### src/rtl/fetch_stage_pkg.sv
`default_nettype none
// ---------------------------------------------------------------------------
// fetch_stage_pkg : shared fetch constants (NOP encoding, reset PC, FSM states)
// Revision: 1.0
// ---------------------------------------------------------------------------
package fetch_stage_pkg;

  localparam logic [31:0] NOP_INST_DEF = 32'h0000_0013;
  localparam logic [31:0] RESET_PC_DEF = 32'h0000_2000;

  localparam logic [1:0] ST_BOOT = 2'd0;
  localparam logic [1:0] ST_REQ  = 2'd1;
  localparam logic [1:0] ST_WAIT = 2'd2;
  localparam logic [1:0] ST_HOLD = 2'd3;

endpackage

`default_nettype wire

### src/rtl/fetch_stage_if.sv
`default_nettype none
// ---------------------------------------------------------------------------
// fetch_stage_if : instruction-memory request/response bus
// Revision: 1.0
// ---------------------------------------------------------------------------
interface fetch_stage_if #(
  parameter int ADDR_W = 32
);

  logic              imem_req_valid;
  logic              imem_req_ready;
  logic [ADDR_W-1:0] imem_addr;
  logic              imem_resp_valid;
  logic [31:0]       imem_resp_data;

  modport master (
    output imem_req_valid,
    output imem_addr,
    input  imem_req_ready,
    input  imem_resp_valid,
    input  imem_resp_data
  );

  modport slave (
    input  imem_req_valid,
    input  imem_addr,
    output imem_req_ready,
    output imem_resp_valid,
    output imem_resp_data
  );

endinterface

`default_nettype wire

### src/rtl/fetch_skid_buffer.sv
`default_nettype none
// ---------------------------------------------------------------------------
// fetch_skid_buffer : one-entry instruction+PC holding buffer
// Revision: 1.0
// ---------------------------------------------------------------------------
module fetch_skid_buffer #(
  parameter int ADDR_W = 32
) (
  input  logic              clk,
  input  logic              rst_n,
  input  logic              load,
  input  logic              drain,
  input  logic              clear,
  input  logic [31:0]       inst_in,
  input  logic [ADDR_W-1:0] pc_in,
  output logic              full,
  output logic [31:0]       inst_out,
  output logic [ADDR_W-1:0] pc_out
);

  always_ff @(posedge clk or negedge rst_n) begin
    if (!rst_n) begin
      full     <= 1'b0;
      inst_out <= '0;
      pc_out   <= '0;
    end else if (clear) begin
      full <= 1'b0;
    end else if (load) begin
      full     <= 1'b1;
      inst_out <= inst_in;
      pc_out   <= pc_in;
    end else if (drain) begin
      full <= 1'b0;
    end
  end

endmodule

`default_nettype wire

### src/rtl/fetch_stage.sv
`default_nettype none
// ---------------------------------------------------------------------------
// fetch_stage : PC, imem handshake and F/X pipeline register of the F-X-W core
// Revision: 1.0
// ---------------------------------------------------------------------------
module fetch_stage
  import fetch_stage_pkg::*;
#(
  parameter int                ADDR_W   = 32,
  parameter logic [ADDR_W-1:0] RESET_PC = ADDR_W'(RESET_PC_DEF),
  parameter logic [31:0]       NOP_INST = NOP_INST_DEF
) (
  input  logic              clk,
  input  logic              rst_n,
  input  logic              pc_delay,
  input  logic              noop,
  input  logic              cwe2,
  input  logic              redirect_valid,
  input  logic [ADDR_W-1:0] redirect_pc,
  fetch_stage_if.master     imem,
  output logic [31:0]       inst_x,
  output logic [ADDR_W-1:0] pc_x,
  output logic              valid_x,
  output logic [6:0]        opcode_x,
  output logic [4:0]        rs1_x,
  output logic [4:0]        rs2_x
);

  localparam logic [ADDR_W-1:0] ALIGN_MASK = ~ADDR_W'(3);
  localparam logic [ADDR_W-1:0] PC_STEP    = ADDR_W'(4);

  logic [1:0]        state, state_nxt;
  logic [ADDR_W-1:0] pc_f, pc_f_nxt;
  logic              stale, stale_nxt;
  logic              x_ready, resp_in_wait, redirect;
  logic              load_x, from_skid, skid_load;
  logic              skid_full;
  logic [31:0]       skid_inst, fetch_inst;
  logic [ADDR_W-1:0] skid_pc, fetch_pc;

  assign x_ready      = cwe2 & ~pc_delay;
  assign resp_in_wait = (state == ST_WAIT) & imem.imem_resp_valid;
  assign redirect     = redirect_valid & (state != ST_BOOT);
  assign from_skid    = (state == ST_HOLD) & skid_full;
  assign fetch_inst   = from_skid ? skid_inst : imem.imem_resp_data;
  assign fetch_pc     = from_skid ? skid_pc : pc_f;

  assign imem.imem_req_valid = (state == ST_REQ);
  assign imem.imem_addr      = pc_f & ALIGN_MASK;

  always_comb begin
    state_nxt = state;
    stale_nxt = stale;
    pc_f_nxt  = pc_f;
    load_x    = 1'b0;
    skid_load = 1'b0;
    case (state)
      ST_BOOT: state_nxt = ST_REQ;
      ST_REQ: begin
        if (imem.imem_req_ready) state_nxt = ST_WAIT;
      end
      ST_WAIT: begin
        if (imem.imem_resp_valid) begin
          state_nxt = ST_REQ;
          if (stale) begin
            stale_nxt = 1'b0;
          end else if (x_ready) begin
            load_x   = 1'b1;
            pc_f_nxt = pc_f + PC_STEP;
          end else begin
            skid_load = 1'b1;
            state_nxt = ST_HOLD;
          end
        end
      end
      default: begin
        if (!skid_full) begin
          state_nxt = ST_REQ;
        end else if (x_ready) begin
          load_x    = 1'b1;
          pc_f_nxt  = pc_f + PC_STEP;
          state_nxt = ST_REQ;
        end
      end
    endcase

    // A response landing in the same cycle as the redirect is the one we were
    // waiting for, so it is simply dropped rather than marked stale.
    if (redirect) begin
      load_x    = 1'b0;
      skid_load = 1'b0;
      pc_f_nxt  = redirect_pc & ALIGN_MASK;
      case (state)
        ST_REQ:  stale_nxt = imem.imem_req_ready;
        ST_WAIT: stale_nxt = ~resp_in_wait;
        default: stale_nxt = 1'b0;
      endcase
      state_nxt = stale_nxt ? ST_WAIT : ST_REQ;
    end
  end

  always_ff @(posedge clk or negedge rst_n) begin
    if (!rst_n) begin
      state <= ST_BOOT;
      pc_f  <= RESET_PC;
      stale <= 1'b0;
    end else begin
      state <= state_nxt;
      pc_f  <= pc_f_nxt;
      stale <= stale_nxt;
    end
  end

  always_ff @(posedge clk or negedge rst_n) begin
    if (!rst_n) begin
      inst_x  <= NOP_INST;
      pc_x    <= '0;
      valid_x <= 1'b0;
    end else if (redirect) begin
      inst_x  <= NOP_INST;
      valid_x <= 1'b0;
    end else if (load_x) begin
      pc_x    <= fetch_pc;
      inst_x  <= noop ? NOP_INST : fetch_inst;
      valid_x <= ~noop;
    end
  end

  fetch_skid_buffer #(
    .ADDR_W (ADDR_W)
  ) u_skid (
    .clk      (clk),
    .rst_n    (rst_n),
    .load     (skid_load),
    .drain    (load_x & from_skid),
    .clear    (redirect),
    .inst_in  (imem.imem_resp_data),
    .pc_in    (pc_f),
    .full     (skid_full),
    .inst_out (skid_inst),
    .pc_out   (skid_pc)
  );

  assign opcode_x = inst_x[6:0];
  assign rs1_x    = inst_x[19:15];
  assign rs2_x    = inst_x[24:20];

endmodule

`default_nettype wire

### src/flat_wrapper.sv
// flat-port wrapper written by rule: the top's interface ports become plain ports
module fetch_stage_flat import fetch_stage_pkg::*;
#(
  parameter int                ADDR_W   = 32,
  parameter logic [ADDR_W-1:0] RESET_PC = ADDR_W'(RESET_PC_DEF),
  parameter logic [31:0]       NOP_INST = NOP_INST_DEF
)
  (clk, rst_n, pc_delay, noop, cwe2, redirect_valid, redirect_pc, inst_x, pc_x, valid_x, opcode_x, rs1_x, rs2_x, imem_imem_req_valid, imem_imem_addr, imem_imem_req_ready, imem_imem_resp_valid, imem_imem_resp_data);
  fetch_stage_if #(.ADDR_W(ADDR_W)) imem_i ();
  input  logic clk;
  input  logic rst_n;
  input  logic pc_delay;
  input  logic noop;
  input  logic cwe2;
  input  logic redirect_valid;
  input  logic [ADDR_W-1:0] redirect_pc;
  output logic [31:0] inst_x;
  output logic [ADDR_W-1:0] pc_x;
  output logic valid_x;
  output logic [6:0] opcode_x;
  output logic [4:0] rs1_x;
  output logic [4:0] rs2_x;
  output wire logic [$bits(imem_i.imem_req_valid)-1:0] imem_imem_req_valid;
  output wire logic [$bits(imem_i.imem_addr)-1:0] imem_imem_addr;
  input wire logic [$bits(imem_i.imem_req_ready)-1:0] imem_imem_req_ready;
  input wire logic [$bits(imem_i.imem_resp_valid)-1:0] imem_imem_resp_valid;
  input wire logic [$bits(imem_i.imem_resp_data)-1:0] imem_imem_resp_data;
  assign imem_imem_req_valid = imem_i.imem_req_valid;
  assign imem_imem_addr = imem_i.imem_addr;
  assign imem_i.imem_req_ready = imem_imem_req_ready;
  assign imem_i.imem_resp_valid = imem_imem_resp_valid;
  assign imem_i.imem_resp_data = imem_imem_resp_data;
  fetch_stage #(.ADDR_W(ADDR_W), .RESET_PC(RESET_PC), .NOP_INST(NOP_INST)) u_core (.clk(clk), .rst_n(rst_n), .pc_delay(pc_delay), .noop(noop), .cwe2(cwe2), .redirect_valid(redirect_valid), .redirect_pc(redirect_pc), .imem(imem_i), .inst_x(inst_x), .pc_x(pc_x), .valid_x(valid_x), .opcode_x(opcode_x), .rs1_x(rs1_x), .rs2_x(rs2_x));
endmodule
### config.mk
export PLATFORM = sky130hd
export DESIGN_NAME = fetch_stage_flat
export DESIGN_NICKNAME = d
export VERILOG_FILES = /design/src/rtl/fetch_stage_pkg.sv /design/src/rtl/fetch_stage_if.sv /design/src/rtl/fetch_skid_buffer.sv /design/src/rtl/fetch_stage.sv /design/src/flat_wrapper.sv
export SDC_FILE = /design/constraint.sdc
export NUM_CORES = 1
export LEC_CHECK = 0
export CAP_MARGIN = 5
export CORE_AREA = 8 8 152 168
export DETAILED_ROUTE_END_ITERATION = 8
export DIE_AREA = 0 0 160 176
export PLACE_DENSITY = 0.69
export SETUP_SLACK_MARGIN = 0.2
export SYNTH_ARGS = -nofsm -noshare
export SYNTH_HDL_FRONTEND = slang
export SYNTH_SLANG_ARGS = --single-unit
export TNS_END_PERCENT = 20
### constraint.sdc
create_clock -name clk -period 2.5 [get_ports clk]
set_input_delay 0.75 -clock clk [delete_from_list [all_inputs] [get_ports clk]]
set_output_delay 0.75 -clock clk [all_outputs]
set_load 0.02 [all_outputs]
# [Yosys cells after proc, flatten, opt, wreduce, memory -nomap -nowiden]
# Index checks and enable logic that the tools add are counted.
[word_totals] wordCells=81 reg_bits=165 in_bits=72 output_inout_bits=115
[classes] n_reduce_logical=13 mux=41 n_eq_ne=8 n_addsub=1 n_bitwise=9
[ops] operator="two-way mux 32 bit" n=10
[ops] operator="one-hot mux 32 bit (2 select lines)" n=1
[ops] operator="adder 32 x 3 -> 32 bit, second input constant" n=1
[ops] operator="two-way mux 1 bit" n=19
[ops] operator="two-way mux 2 bit" n=8
[ops] operator="nonzero test 2 bit" n=4
[ops] operator="!= test 6 x 2 -> 1 bit, second input constant" n=1
[ops] operator="one-hot mux 2 bit (3 select lines)" n=1
[ops] operator="AND reduction 2 bit" n=3
[ops] operator="nonzero test 3 bit" n=2
[ops] operator="AND 1 bit" n=5
[ops] operator="equality test 2 bit, second input constant" n=2
[ops] operator="inverter 1 bit" n=4
[ops] operator="one-hot mux 1 bit (2 select lines)" n=2
[ops] operator="AND reduction 4 bit" n=1
[ops] operator="!= test 3 x 1 -> 1 bit, second input constant" n=1
[ops] operator="!= test 3 x 2 -> 1 bit, second input constant" n=1
[ops] operator="!= test 3 bit, second input constant" n=1
[ops] operator="AND reduction 3 bit" n=1
[ops] operator="equality test 2 x 1 -> 1 bit, second input constant" n=1
[ops] operator="logical NOT 2 bit" n=1
[ops] operator="!= test 2 x 1 -> 1 bit, second input constant" n=1
[ops] operator="OR reduction 2 bit" n=1

# [Logic depth before layout (Yosys ltp)]
[logic_depth] ltp_word=11 depth_mapped=9 depth_no_buf=6

# [Modules after synthesis]
# A second synthesis with hierarchy kept.
[unflattened] hier_cells=722 hier_area_um2=8031.5
[by_module_without_submodules] mod="fetch_stage" instances=1 seq_area_each_um2=2457.4 area_each_um2=5290.1 cells_each=582
[by_module_without_submodules] mod="fetch_skid_buffer" instances=1 seq_area_each_um2=1626.6 area_each_um2=2741.4 cells_each=140

# [Worst setup path after synthesis]
# OpenSTA, ideal clock, no wires.
[synth_path] path_type="flip-flop to flip-flop" start="register u_core.state[1]" end="register u_core.pc_f[26]" path_slack_ns=0.322 n_path_buf=2 t_required_ns=2.359 setup_ns=0.141 period_less_slack_ns=2.178 arrival_time_ns=2.037 stages_incl_launch_ff=9 cell_sequence="dfrtp_1 inv_1 ha_1 nor4b_4 o211ai_2 buf_2 buf_2 o31ai_1 a31oi_1"
[synth_between] elab_chain_cells=4 elab_cells_between_ends=13 classes_between="eq/ne (5); mux (2); bitwise (1); reduce/logical (5)"
[synth_lines] element="from (decl)" line_no="fetch_stage.sv:32" rtl="logic [1:0] state, state_nxt;"
[synth_lines] element="from (signal assigned)" line_no="fetch_stage.sv:108" rtl="state <= state_nxt;"
[synth_lines] element="equality test 2 x 1 -> 1 bit *"
[synth_lines] element="via imem_imem_req_valid" line_no="flat_wrapper.sv:23" rtl="output wire logic [$bits(imem_i.imem_req_valid)-1:0] imem_imem_req_valid;"
[synth_lines] element="OR reduction 2 bit (no line) *"
[synth_lines] element="!= test 2 x 1 -> 1 bit (no line) or one-hot mux 32 bit (2 select lines) (tied branches)"
[synth_lines] element="AND reduction 4 bit (no line) or two-way mux 32 bit (tied branches)"
[synth_lines] element="to (signal assigned)" line_no="fetch_stage.sv:109" rtl="pc_f <= pc_f_nxt;"
[synth_lines] element="to (decl)" line_no="fetch_stage.sv:33" rtl="logic [ADDR_W-1:0] pc_f, pc_f_nxt;"
# Mark *: on every way through the listed nets, which the timed path passes. The rest lies on a longest branch.
# A chain may end at the register's enable or synchronous reset.

# [Final worst setup path]
[layout_path] start="register u_core.pc_f[11]" end="output imem_imem_addr[11]"
[layout_rtl] element="to (decl)" line_no="flat_wrapper.sv:24" rtl="output wire logic [$bits(imem_i.imem_addr)-1:0] imem_imem_addr;"
# No word-level cell between the ends.

==> impl_metrics.py <==
metrics = {
    "outcome": {
        "status": "complete, no violations",
    },
    "die": {
        "ios": 187,
        "initial_core_util_pct": 33.3,
        "die_width_um": 160,
        "die_y_um": 176,
        "fp.coreArea_um2": 22600,
        "fp.dieArea_um2": 28200,
        "rows": 58,
    },
    "clocking": {
        "cts_setup_buffers": 0,
        "clk_latency_ps": 420,
        "clock-root-buffer": "clkbuf_16",
        "ctsHoldBuffers": 0,
        "clock_path_buffers": 2,
        "cts_buffers": 17,
        "path_clk_slew_ps": 70,
        "cts_tree": "yes",
        "cts.sinks": 159,
        "h-tree-depth": 4,
    },
    "route": {
        "antenna_left": 0,
        "viasPerCell": 5.03,
        "num_vias": 5800,
        "wire_per_inst_um": 17.6,
        "drtIter0Drc": 162,
        "drc_errors": 0,
        "drt_wl_total_um": 20300,
        "drt_pass1_iterations": 4,
    },
    "cells_and_area": {
        "layout.cells.most_common_list": "165 x clkdlybuf4s50_1, 151 x dfrtp_1, 66 x mux2_2",
        "nets": 920,
        "stdcell_area_um2": 10600,
        "drive_gt1_share_pct": 19.0,
        "final_core_util_pct": 46.7,
        "area_growth_pct": 40.1,
        "antenna_cells": 0,
        "mostFrequentLayoutCell": "clkdlybuf4s50_1",
    },
    "synth": {
        "avgSynthCellArea_um2": 11.4,
        "yosysUniqueCellTypes": 43,
        "postSynthCellCount": 660,
        "netlist_area_um2": 7550,
        "postSynthRegisterBits": 159,
        "synth.area.top_cells": "dfrtp_1 51%, mux2_2 9.8%, mux2i_1 8.2%, o2bb2ai_1 3.4%, nor2_1 2.9%",
        "synth_area_leader_cell": "dfrtp_1",
        "yosysWarnings": 0,
        "yosys.area.top_type_share_pct": 51.4,
        "synth_edf_count": 0,
        "synth-main-ff-cell": "dfrtp_1",
        "seq_area_frac_synth_pct": 52.8,
        "async_reset_ff_share_pct": 100,
    },
    "sta": {
        "worstMarginPinSlew_ps": 660,
        "holdWs_ps": 163,
        "fmax_mhz": 429,
        "relSlewSlack_pct": 55.6,
        "fin_crit_sh_pct": 93.3,
        "rsz0062_at_grt": "yes",
        "hold_viol": 0,
        "finalCriticalPeriod_ps": 2330,
        "skew_ps": 15.6,
        "setup_viol": 0,
        "drv_slew": 0,
    },
    "global_routing": {
        "grt_pass1_wl_um": 33400,
        "grt_pass1_vias": 6051,
        "grt-ovfl-total": 0,
        "grt_usage_pct": 14.5,
        "grt_max_degree": 63,
        "antenna_found_initial": 2,
    },
    "critical_path": {
        "crit_path_start": "u_core.pc_f[11]",
        "cp_max_fo": 8,
        "path_buf_inv": 1,
        "cp_slowest_cell": "clkdlybuf4s50_1",
        "r2r-start": "u_core.state[0]",
        "required_ps": 1750,
        "crit_path_start_kind": "register",
        "critPathCaptureType": "primary output",
        "crit_family": "buffers and inverters",
        "crit_arrival_ps": 1580,
        "critPathKind": "reg -> out",
        "path_cells": "clkdlybuf4s50_1",
        "slowest_delay_ps": 670,
    },
    "placement": {
        "dp_hpwl_um": 14700,
        "io_buffers": 180,
        "placed_cell_area_um2": 9950,
        "gp_congestion": 0.759,
    },
    "power_and_ir_drop": {
        "p_leak_uw": 0.00478,
        "powerDensity_nw_per_um2": 1080,
        "ir_worst_vdd_v": 0.000588,
    },
    "job": {
        "cap_violations": 0,
    },
    "hold_path": {
        "hold_class": "in -> async",
    },
}
cell type report:
| cell class | count | area, um2 |
|---|---|---|
| Clock buffer | 18 | 439 |
| Clock inverter | 14 | 154 |
| Fill cell | 2120 | 12100 |
| Inverter | 11 | 41.3 |
| Multi-Input combinational cell | 431 | 3240 |
| Sequential cell | 159 | 3990 |
| Tap cell | 300 | 375 |
| Timing Repair Buffer | 221 | 2330 |
what timing repair did:
item | CTS | global route
endpoints found under the setup margin | 36 | 49
gates cloned | 0 | 0
pin swaps | 0 | 2
resized for setup | 10 | 13
metal layers:
| metal | share of wire [%] | up-vias | GRT usage, % | routed length (um) |
|---|---|---|---|---|
| met5 | 0.13 | - | 0 | 27 |
| met3 | 7.0 | 16 | 5.33 | 1430 |
| met2 | 46 | 151 | 23.2 | 9300 |
| met1 | 46 | 2869 | 18.4 | 9380 |
| met4 | 0.93 | 4 | 3.39 | 189 |
| li1 | - | 2760 | - | - |
cells in the mapped netlist (2+ instances only):
library cell and count:
buf_1 7, nor4_1 2, and3_1 4, a21oi_1 33, mux2i_1 62, nor2b_1 2
or3_1 10, mux2_2 66, inv_1 11, a31o_2 3, and2_1 4, buf_2 14
a31oi_1 26, clkbuf_1 20, o21ai_0 20, xor2_1 2, o2bb2ai_1 29, and4_1 6
nand4_1 9, or4_1 14, nand3_1 14, ha_1 7, buf_4 21, nand2_1 25
dfstp_2 4, o31ai_1 13, o211ai_1 4, nand2b_1 2, nor2_1 58, dfrtp_1 155
flip-flops by register name, indices dropped and copies added, names as in the netlist:
signal	count
u_core.stale	1
u_core.pc_x	30
u_core.state	2
u_core.valid_x	1
u_core.u_skid.full	1
u_core.u_skid.pc_out	30
u_core.u_skid.inst_out	32
u_core.inst_x	32
u_core.pc_f	30
power breakdown:
| part | leakage (uW) | switching, uW | internal (uW) |
|---|---|---|---|
| logic | 0.00252 | 2130 | 2180 |
| registers | 0.00198 | 846 | 3570 |
| clock network | 0.000284 | 1130 | 1520 |
worst reg2reg max path, delay by kind of cell (launching register included):
kind | cells | cell delay [ps]
and+or+nand+nor | 2 | 860
adders and majority gates | 1 | 260
AOI/OAI and AO/OA | 2 | 340
DFF | 1 | 380
buffers and inverters | 2 | 310
metrics by stage:
step / worst slack [ps] / std cells / total power (uW) / TNS, ps
after floorplan: 322 / 663 / 6780 / 0
after global placement: -204 / 1122 / 8740 / -11250
after detailed placement: -209 / 1122 / 8870 / -11920
after CTS: 109 / 1154 / 11500 / 0
after global routing: 93.5 / 1154 / 12100 / 0
final: 168 / 1154 / 11400 / 0
path summary, 6_finish.rpt:
check                                              to  slack (ps)  cells past startpoint
min in group clk                    u_core.inst_x[30]         490                      1
max in group asynchronous            u_core.inst_x[8]        1680                      2
setup reg to reg                      u_core.pc_f[21]         270                      7
setup / recovery                   imem_imem_addr[11]         170                      1
hold reg to reg                     u_core.inst_x[30]         490                      1
hold / removal             u_core.u_skid.inst_out[27]         160                      1
cells by family after synthesis:
logic type                 after synthesis  share of synthesized area (%)
AOI/OAI and AO/OA                      134                           12.0
DFF                                    159                           52.8
other                                    1                         0.0497
adders and majority gates                7                           1.16
muxes                                  128                           18.1
xor gates and xnor gates                 3                          0.348
buffers and inverters                   73                           4.91
and+or+nand+nor                        155                           10.7
Power figures use the tool's default switching activity.
